--- src/rtl/float_round_arbiter.sv ---
// float_round_arbiter: round-robin sharing of one float_rounder among R requesters,
// with dynamic rounding-mode resolution, a registered result slot and an inexact counter.
module float_rounder #(
    parameter int N = 4
) (
    input  logic         i_sign,
    input  logic [N-1:0] i_a,
    input  logic [1:0]   i_gs,
    input  logic [2:0]   i_mode,
    output logic [N:0]   o_y,
    output logic         o_inexact,
    output logic         o_invalid
);
    logic w_up;
    always_comb begin
        w_up = 1'b0;
        case (i_mode)
            3'd0:    w_up = i_gs[1] & (i_gs[0] | i_a[0]);
            3'd2:    w_up = |i_gs & i_sign;
            3'd3:    w_up = |i_gs & ~i_sign;
            3'd4:    w_up = i_gs[1];
            default: w_up = 1'b0;
        endcase
    end
    assign o_invalid = i_mode > 3'd4;
    assign o_inexact = ~o_invalid & |i_gs;
    assign o_y       = o_invalid ? '0 : {1'b0, i_a} + (N+1)'(w_up);
endmodule

module float_round_arbiter #(
    parameter int N = 4,
    parameter int R = 3,
    localparam int IW = $clog2(R)
) (
    input  logic           clock,
    input  logic           reset_n,
    input  logic [2:0]     frm,
    input  logic [R-1:0]   req_valid,
    output logic [R-1:0]   req_ready,
    input  logic [R-1:0]   req_sign,
    input  logic [R*N-1:0] req_A,
    input  logic [2*R-1:0] req_sticky,
    input  logic [3*R-1:0] req_mode,
    output logic           resp_valid,
    input  logic           resp_ready,
    output logic [IW-1:0]  resp_id,
    output logic [N:0]     resp_Y,
    output logic           resp_inexact,
    output logic           resp_invalid,
    output logic           resp_carry,
    input  logic           clear_cnt,
    output logic [15:0]    inexact_cnt
);
    typedef enum logic {EMPTY, FULL} state_t;
    state_t        r_state, w_state_nxt;
    logic [IW-1:0] r_ptr, r_id, w_gnt, w_hi_idx, w_lo_idx;
    logic          w_hi_any, w_lo_any, w_can_accept, w_accept;
    logic          w_sign;
    logic [N-1:0]  w_a;
    logic [1:0]    w_gs;
    logic [2:0]    w_req_mode, w_mode;
    logic [N:0]    w_y, r_y;
    logic          w_inexact, w_invalid, r_inexact, r_invalid;
    logic [15:0]   r_cnt;

    // Descending scan leaves the lowest matching index; hi = at/after ptr, lo = wrap-around.
    always_comb begin
        w_hi_any = 1'b0;
        w_hi_idx = '0;
        w_lo_any = 1'b0;
        w_lo_idx = '0;
        for (int i = R - 1; i >= 0; i--) begin
            if (req_valid[i]) begin
                w_lo_any = 1'b1;
                w_lo_idx = IW'(i);
                if (IW'(i) >= r_ptr) begin
                    w_hi_any = 1'b1;
                    w_hi_idx = IW'(i);
                end
            end
        end
        w_gnt = w_hi_any ? w_hi_idx : w_lo_idx;
    end

    assign w_can_accept = (r_state == EMPTY) | resp_ready;
    assign w_accept     = w_lo_any & w_can_accept;

    always_comb begin
        w_sign     = 1'b0;
        w_a        = '0;
        w_gs       = '0;
        w_req_mode = '0;
        req_ready  = '0;
        for (int i = 0; i < R; i++) begin
            if (IW'(i) == w_gnt) begin
                w_sign       = req_sign[i];
                w_a          = req_A[i*N +: N];
                w_gs         = req_sticky[2*i +: 2];
                w_req_mode   = req_mode[3*i +: 3];
                req_ready[i] = w_accept;
            end
        end
    end

    assign w_mode = (w_req_mode == 3'd7) ? frm : w_req_mode;

    float_rounder #(.N(N)) u_rounder (
        .i_sign    (w_sign),
        .i_a       (w_a),
        .i_gs      (w_gs),
        .i_mode    (w_mode),
        .o_y       (w_y),
        .o_inexact (w_inexact),
        .o_invalid (w_invalid)
    );

    always_ff @(posedge clock or negedge reset_n) begin
        if (!reset_n) r_state <= EMPTY;
        else          r_state <= w_state_nxt;
    end

    always_comb begin
        w_state_nxt = r_state;
        if (w_accept)        w_state_nxt = FULL;
        else if (resp_ready) w_state_nxt = EMPTY;
    end

    always_ff @(posedge clock or negedge reset_n) begin
        if (!reset_n) begin
            r_ptr     <= '0;
            r_id      <= '0;
            r_y       <= '0;
            r_inexact <= 1'b0;
            r_invalid <= 1'b0;
        end else if (w_accept) begin
            r_ptr     <= (w_gnt == IW'(R - 1)) ? '0 : w_gnt + IW'(1);
            r_id      <= w_gnt;
            r_y       <= w_y;
            r_inexact <= w_inexact;
            r_invalid <= w_invalid;
        end
    end

    always_ff @(posedge clock or negedge reset_n) begin
        if (!reset_n)                              r_cnt <= '0;
        else if (clear_cnt)                        r_cnt <= '0;
        else if (w_accept & w_inexact & ~&r_cnt)   r_cnt <= r_cnt + 16'd1;
    end

    assign resp_valid   = r_state == FULL;
    assign resp_id      = r_id;
    assign resp_Y       = r_y;
    assign resp_inexact = r_inexact;
    assign resp_invalid = r_invalid;
    assign resp_carry   = r_y[N];
    assign inexact_cnt  = r_cnt;
endmodule

--- config.mk ---
export PLATFORM = sky130hd
export DESIGN_NAME = float_round_arbiter
export DESIGN_NICKNAME = d
export VERILOG_FILES = /design/src/rtl/float_round_arbiter.sv
export SDC_FILE = /design/constraint.sdc
export NUM_CORES = 1
export LEC_CHECK = 0
export ABC_CLOCK_PERIOD_IN_PS = 7800
export CAP_MARGIN = 25
export CORE_AREA = 2 2 95 51
export DETAILED_ROUTE_END_ITERATION = 6
export DIE_AREA = 0 0 97 53
export PLACE_DENSITY_LB_ADDON = 0.1
export SKIP_LAST_GASP = 1
export SLEW_MARGIN = 20
export SYNTH_ARGS = -nofsm -noshare
export SYNTH_HDL_FRONTEND = slang
export SYNTH_SLANG_ARGS = --single-unit
--- constraint.sdc ---
create_clock -name clock -period 7.8 [get_ports clock]
set_clock_uncertainty 0.15 [all_clocks]
set_input_delay 1.56 -clock clock [delete_from_list [all_inputs] [get_ports clock]]
set_output_delay 1.56 -clock clock [all_outputs]
set_load 0.02 [all_outputs]
# == Word-level counts from Yosys, hierarchy flattened ==
# Index checks and enable logic that the tools add are counted.
# op_classes
n_addsub,3
n_bitwise,12
n_lt_le_gt_ge,4
n_reduce_logical,7
n_eq_ne,7
n_mux,42
# ops
op,count
16-bit two-way mux,2
2-bit two-way mux,14
1-bit two-way mux,17
"16-bit by 1-bit adder with 16-bit output, second input constant",1
16-bit AND reduction,1
3-bit two-way mux,4
4-bit two-way mux,3
1-bit bitwise AND,7
"3-bit by 2-bit == test with 1-bit output, second input constant",2
"3-bit == test, second input constant",2
4-bit by 1-bit adder with 5-bit output,1
5-bit two-way mux,1
"1-bit by 2-bit greater-or-equal comparator with 1-bit output, first input constant",2
1-bit case mux with 4 select lines,1
2-bit nonzero test,2
"3-bit > comparator, second input constant",1
3-bit zero test,1
1-bit inverter,3
"2-bit by 1-bit adder with 2-bit output, second input constant",1
"1-bit by 2-bit == test with 1-bit output, first input constant",1
"2-bit == test, first input constant",1
"2-bit == test, second input constant",1
"2-bit greater-or-equal comparator, first input constant",1
2-bit zero test,1
other kinds (3),4
# word_totals
reg_bits,28
elab_cells,82

# == Longest topological paths before layout ==
# Gate-level depths: netlist of run 1.
# depth
ltp_word,21
mapped_depth,13
ltp_nobuf,11

# == Modules after synthesis ==
# A second synthesis of run 1 with hierarchy kept.
# hier_totals
hier_cells,193
area_unflattened_um2,1761.7
# by_module_without_submodules
mod,instances,seq_area_each_um2,cells_each,area_each_um2
float_round_arbiter,1,700.7,172,1615.3
float_rounder,1,0.0,21,146.4

# == Worst setup path before layout of run 1 ==
# OpenSTA, ideal clock, no wires.
# synth_timing
kind,input to output
start,input req_valid[2]
end,output req_ready[1]
required_time_ns,6.090
cell_stages,5
arrival_time_ns,2.716
path_slack_ns,3.374
path_buffers,1
path_cell_list,buf_2 > nor2b_1 > o21ai_0 > nand2_1 > nor2_1
# synth_between
elab_chain_cells,8
# synth_lines
item,line_no,text
start: declaration,38,"input logic [R-1:0] req_valid,"
2-bit two-way mux / 1-bit two-way mux (equally long branches),73,if (req_valid[i]) begin
2-bit two-way mux / 1-bit two-way mux (equally long branches),76,if (IW'(i) >= r_ptr) begin
2-bit two-way mux / 1-bit two-way mux (equally long branches),73,
2-bit two-way mux / 1-bit two-way mux (equally long branches),76,
2-bit two-way mux / 1-bit two-way mux (equally long branches),73,
2-bit two-way mux,82,w_gnt = w_hi_any ? w_hi_idx : w_lo_idx;
1-bit by 2-bit == test with 1-bit output,95,if (IW'(i) == w_gnt) begin
1-bit two-way mux (*),95,
end: declaration,39,"output logic [R-1:0] req_ready,"
# Every way passes the cells marked *; elsewhere a longest branch is shown, timed or not.

# == Final worst setup path of run 1 ==
# Ends and elaborated chain as after synthesis.

==> results of run 1 <==
## cell type report
type                    instances  area share
clock buffers                   3      0.0148
flip-flops and latches         28       0.251
repair buffers                 73       0.257
well taps                      57      0.0255
multi-input cells             192       0.449
inverters                       2     0.00269
## critical path, cell delays in order
cell	delay, ps
clkdlybuf4s50_1	570
nor3_1	380
a21o_1	590
nor2_1	180
clkdlybuf4s50_1	590
## state kept, by name (all words and copies together) (netlist names)
register / count
inexact_cnt: 16
r_ptr: 2
resp_Y: 5
resp_id: 2
resp_inexact: 1
resp_invalid: 1
resp_valid: 1
## Yosys cell counts (2+ instances only)
cell      number
o32a_1         2
dfrtp_1       28
buf_2          4
inv_1          2
or4_1          5
buf_4          5
o22ai_1        2
o21ai_0        7
o21ba_1        3
o32ai_2        2
o32ai_1        2
o31ai_1        6
a21oi_1       13
nor4_1         3
clkbuf_1       6
xor2_1         2
nor2b_1        7
nand4_1        4
a21o_1         6
nand2_1       23
nand3_1       12
ha_1           3
o21a_1         4
nor2_1        24
a31oi_1        2
o31a_1         2
or3_1          9
nand2b_1       4
nor3_1         7
nor4_2         2
mux2_1         5
mux2i_1        6
o21ai_1        7
and2_1         2
## power breakdown
| group | internal [mW] | total [mW] | switching, mW | leakage (nW) |
|---|---|---|---|---|
| logic | 0.0856 | 0.192 | 0.106 | 0.737 |
| clock network | 0.0347 | 0.0776 | 0.0429 | 0.0216 |
| registers | 0.160 | 0.173 | 0.0131 | 0.373 |
## how the worst min path moves through the flow
stage	from	to	slack (ps)	cells after the start
global placement	resp_id[1]	resp_id[1]	310	1
detailed placement	resp_inexact	resp_inexact	310	2
finish	resp_inexact	resp_inexact	330	2
CTS	resp_inexact	resp_inexact	340	2
global route	resp_id[1]	resp_id[1]	350	1
floorplan	r_ptr[1]	r_ptr[1]	430	1
## metrics by stage
stage	util	hold slack, ps	instances
CTS	0.650	336	353
finish	0.653	332	355
detailed placement	0.641	315	350
floorplan	-	429	237
global placement	0.641	314	350
global route	0.653	351	355
## per-layer routing
metal,global-route usage,up-vias,routed length (microns)
met2,0.289,70,2090
met5,0,-,0
li1,-,1003,-
met4,0.0141,0,0
met1,0.369,931,3050
met3,0.0542,0,420
## logic make-up (layout without fill, tap and decap cells)
group	after synthesis	after routing	synth area share
compound gates	65	65	0.236
xor+xnor	3	3	0.0129
fa+ha+maj	3	3	0.0184
buf+inv	17	78	0.0429
flops	28	28	0.343
mux	11	11	0.0570
simple gates	110	110	0.290
==> out/metrics.yaml, run 1 <==
syn_inst: 237
power_leakage_nw: 1.13
vias: 2004
fin_setup_tns_ps: 0
clkTransAtPathRegs_ps: 90
layout-drive-gt1-share: 0.0537
critPathLaunch: "req_valid[2]"
cap_violations: 0
crit_arrival_ps: 3880
dp_hpwl_mm: 4.16
r2r_start: "r_ptr[0]"
multi_input_area_sq_mm: 0.00125
hold_violations: 0
rsz0062_at_grt: "no"
drt_iter0_markers: 115
worstSetupEndpointType: "primary output"
yosys.area.top_type: "dfrtp_1"
wl_per_cell_microns: 15.7
critPathCapture: "req_ready[1]"
ys_top_cells_by_area: "dfrtp_1, nor2_1, nand2_1"
layout_min_cycle_time_ps: 5590
post_cts_buffers: 0
ys_warn_count: 0
max_freq_ghz: 0.179
layout_common_cells: "clkdlybuf4s50_1, dfrtp_1, nor2_1"
synth_top_area_share: 0.343
place_congestion: 0.813
synth-seq-cells: 28
synthFlopType: "dfrtp_1"
grt_pass1_wl_mm: 9.06
reg2reg_depth: 11
max-slew-margin-rel: 0.502
synth_area_per_cell_sq_um: 8.62
reg2reg_to: "resp_Y[2]"
critical_path_class: "input pin to primary output"
layout_setup_ws_ps: 2210
final_area_sq_mm: 0.00279
drtAntennaViolNets: 0
first_pass_iters: 4
final_common_cell: "clkdlybuf4s50_1"
cts_tree: "yes"
synth.distinct_cells: 50
via_per_inst: 5.65
fp.dieW_microns: 97
nets: 343
ir_drop_v: 0.0000866
grt_max_degree: 34
die_area_sq_mm: 0.00514
ff2ff_setup_slack_ps: 4390
worstMarginPinSlew_ps: 744
cts_resized: 0
ys_seq_area_frac: 0.343
grt_usage: 0.223
die_y_microns: 53
root_buffer: "clkbuf_8"
clkSinkCount: 28
cp-start-kind: "input pin"
htree_levels: 1
drc: 0
port_buffers: 69
synth-async-reset-ratio: 1.00
grt-ovfl-total: 0
syn_area_sq_mm: 0.00204
row_count: 17
dp_slack_ps: 2230
layout.area.seq_sq_um: 701
required_ps: 6090
hold_class: "flip-flop to flip-flop"
status: "finished, final reports clean"
antenna_found_initial: 0
period_share: 0.716
initial_core_util: 0.478
crit_path_max_fanout: 25
cts_buffer_depth: 2
grt_pass1_vias: 1750
diodes: 0
fillerInstances: 364
p_total_uw: 443
clock_latency_ps: 270
final-setup-viol-count: 0
wl_mm: 5.56
cts-buffers-inserted: 3
powerDensity_mw_per_mm2: 159
area_growth_pct: 36.8
synthesis.nets: 280
num_io_pins: 70
coreArea_sq_mm: 0.00428
dpl_cell_area_sq_mm: 0.00274
slew_viol_final: 0
synth_edf_count: 0
postCtsHoldBufs: 0
Power figures use the tool's default switching activity.
==> run 2: changes to the inputs <==
--- a/config.mk
+++ b/config.mk
@@ -5,11 +5,11 @@
 export SDC_FILE = /design/constraint.sdc
 export NUM_CORES = 1
 export LEC_CHECK = 0
-export ABC_CLOCK_PERIOD_IN_PS = 7800
+export ABC_CLOCK_PERIOD_IN_PS = 5100
 export CAP_MARGIN = 25
-export CORE_AREA = 2 2 95 51
+export CORE_AREA = 2 2 103 55
 export DETAILED_ROUTE_END_ITERATION = 6
-export DIE_AREA = 0 0 97 53
+export DIE_AREA = 0 0 105 57
 export PLACE_DENSITY_LB_ADDON = 0.1
 export SKIP_LAST_GASP = 1
 export SLEW_MARGIN = 20
==> constraint.sdc (replaced) <==
create_clock -name clock -period 5.1 [get_ports clock]
set_clock_uncertainty 0.15 [all_clocks]
set_input_delay 1.02 -clock clock [delete_from_list [all_inputs] [get_ports clock]]
set_output_delay 1.02 -clock clock [all_outputs]
set_load 0.02 [all_outputs]
==> run 2 against run 1 <==
  * Global-route usage fell by 1.2 points
  * Core utilization shrank 10 points
  * Clock power rose by 84%
  * Critical endpoint unchanged
==> out/metrics.yaml, run 2 (synthesis gave the netlist of run 1 again) <==
cp_slowest_cell: "clkdlybuf4s50_1"
die_y_microns: 57  # +7.5%
row_count: 19  # +2
cp-start-kind: "input pin"
place_congestion: 0.853  # +4.9%
coreArea_sq_mm: 0.00518  # +21%
layout_min_cycle_time_ps: 4590
required_ps: 3930  # -2160 ps
sequentialPowerShare: 0.371  # -0.020
wl_mm: 5.91  # +6.2%
cap_violations: 0  # unchanged
nets: 347  # +1.2%
hold_class: "flip-flop to flip-flop"
powerDensity_mw_per_mm2: 250  # +57%
htree_levels: 1  # unchanged
dp_slack_ps: 531  # -1700 ps
diodes: 0  # unchanged
r2r_start: "r_ptr[1]"
die_area_sq_mm: 0.00599  # +16%
grt_pass1_wl_mm: 10.1  # +11%
combPwrFrac: 0.429  # -0.005
grt-ovfl-total: 0  # unchanged
ir_drop_v: 0.000112  # +29%
area_growth_pct: 40.0
max_freq_ghz: 0.218
final_common_cell: "clkdlybuf4s50_1"
initial_core_util: 0.394  # -0.0836
fp.dieW_microns: 105  # +8.2%
holdPathEnd: "resp_id[1]"
p_total_uw: 714  # +61%
largest_register_ffs: 16  # unchanged
critical_path.cell_chain: "clkdlybuf4s50_1 > nor2b_1 > o21ai_0 > nand2_1 > nor2_1 > clkdlybuf4s50_1"
worstSetupEndpointType: "primary output"
hold_path_startpoint: "resp_id[1]"
postCtsHoldBufs: 0  # unchanged
grt_pass1_vias: 2027  # +16%
period_share: 0.900
clock_latency_ps: 280  # about the same
drt_iter0_markers: 145  # +26%
reg2reg_depth: 11  # unchanged
switching_share: 0.365  # -0.00254
first_pass_iters: 5  # +1
cts_resized: 0  # unchanged
hold_violations: 0  # unchanged
drtAntennaViolNets: 0  # unchanged
crit_path_max_fanout: 9  # -64%
status: "finished, final reports clean"
grt_usage: 0.210  # -0.0121
cts_buffer_depth: 2  # unchanged
port_buffers: 69  # unchanged
clkTransAtPathRegs_ps: 100  # about the same
cpMostUsedCell: "clkdlybuf4s50_1"
num_io_pins: 70  # unchanged
antenna_found_initial: 0  # unchanged
worstMarginPinSlew_ps: 760  # +16.2 ps
reg2reg_to: "resp_Y[2]"
clkSinkCount: 28  # unchanged
holdWs_ps: 336  # +4.01 ps
p_int_uw: 453  # +62%
power_leakage_nw: 1.16  # +2.4%
drc: 0  # unchanged
rsz0062_at_grt: "no"
critical_path_class: "input pin to primary output"
wl_per_cell_microns: 15.7  # +0.27%
fin_setup_tns_ps: 0  # unchanged
final-setup-viol-count: 0  # unchanged
via_per_inst: 5.58  # -1.2%
cts-buffers-inserted: 3  # unchanged
dp_hpwl_mm: 4.48  # +7.7%
fillerInstances: 489  # +34%
clock_power_share: 0.200  # +0.025
crit_path_max_incr_delay_ps: 670  # +80 ps
vias: 2098  # +4.7%
layout_setup_ws_ps: 512  # -1700 ps
root_buffer: "clkbuf_8"
hold_path_depth: 1  # -1
grt_max_degree: 29  # -15%
slew_viol_final: 0  # unchanged
p_switching_uw: 260  # +60%
crit_arrival_ps: 3420  # -460 ps
ff2ff_setup_slack_ps: 2100  # -2290 ps
cts_tree: "yes"
max-slew-margin-rel: 0.491  # -0.0109
layout-drive-gt1-share: 0.0693  # +0.0156
post_cts_buffers: 0  # unchanged
layout_common_cells: "clkdlybuf4s50_1, dfrtp_1, nor2_1"
run 2: changes by cell type in the layout (fill, tap and decap cells not counted):
cell      before  now
clkbuf_8       3    4
buf_4          3    8
buf_2          1    0
run 2: power by group through the flow:
stage          clock network (mW)  logic [mW]  registers [mW]
5_1_grt                     0.154       0.334           0.270
3_5_place_dp                    0       0.303           0.270
2_1_floorplan                   0       0.159           0.290
6_report                    0.143       0.306           0.265
4_1_cts                     0.145       0.305           0.265
3_3_place_gp                    0       0.301           0.269
run 2: area by class of cell:
| type | count | area, sq um | share of cell area |
|---|---|---|---|
| multi-input cells | 192 | 1250 | 0.439 |
| repair buffers | 77 | 751 | 0.263 |
| flip-flops and latches | 28 | 701 | 0.245 |
| well taps | 73 | 91.3 | 0.0319 |
| clock buffers | 4 | 55.1 | 0.0193 |
| inverters | 2 | 7.51 | 0.00263 |
run 2: worst max-delay path by stage:
stage	from	end	slack (ps)	cells past startpoint
after floorplan	req_valid[2]	resp_Y[2]	1560	13
after CTS	req_valid[2]	req_ready[1]	530	6
after global routing	req_valid[2]	req_ready[1]	280	6
after global placement	req_valid[2]	req_ready[1]	650	6
final	req_valid[2]	req_ready[1]	510	6
after detailed placement	req_valid[2]	req_ready[1]	530	6
run 2: routing by layer:
layer	vias up	share of wire	GRT usage
met3	2	0.073	0.0434
met2	82	0.39	0.292
met4	0	0.0022	0.0438
met1	1004	0.54	0.334
met5	-	0	0
li1	1010	-	-
run 2: worst max-delay path, delay by kind of cell:
family                 cells  cell delay (ps)
buffers and inverters      2             1240
AND/OR/NAND/NOR            3              860
AO/OA/AOI/OAI              1              300
run 2: per-stage QoR:
step / instance area, sq um / util / instances
CTS: 2860 / 0.552 / 376
finish: 2860 / 0.552 / 376
global route: 2860 / 0.552 / 376
detailed placement: 2800 / 0.541 / 372
floorplan: 2040 / - / 237
global placement: 2800 / 0.541 / 372
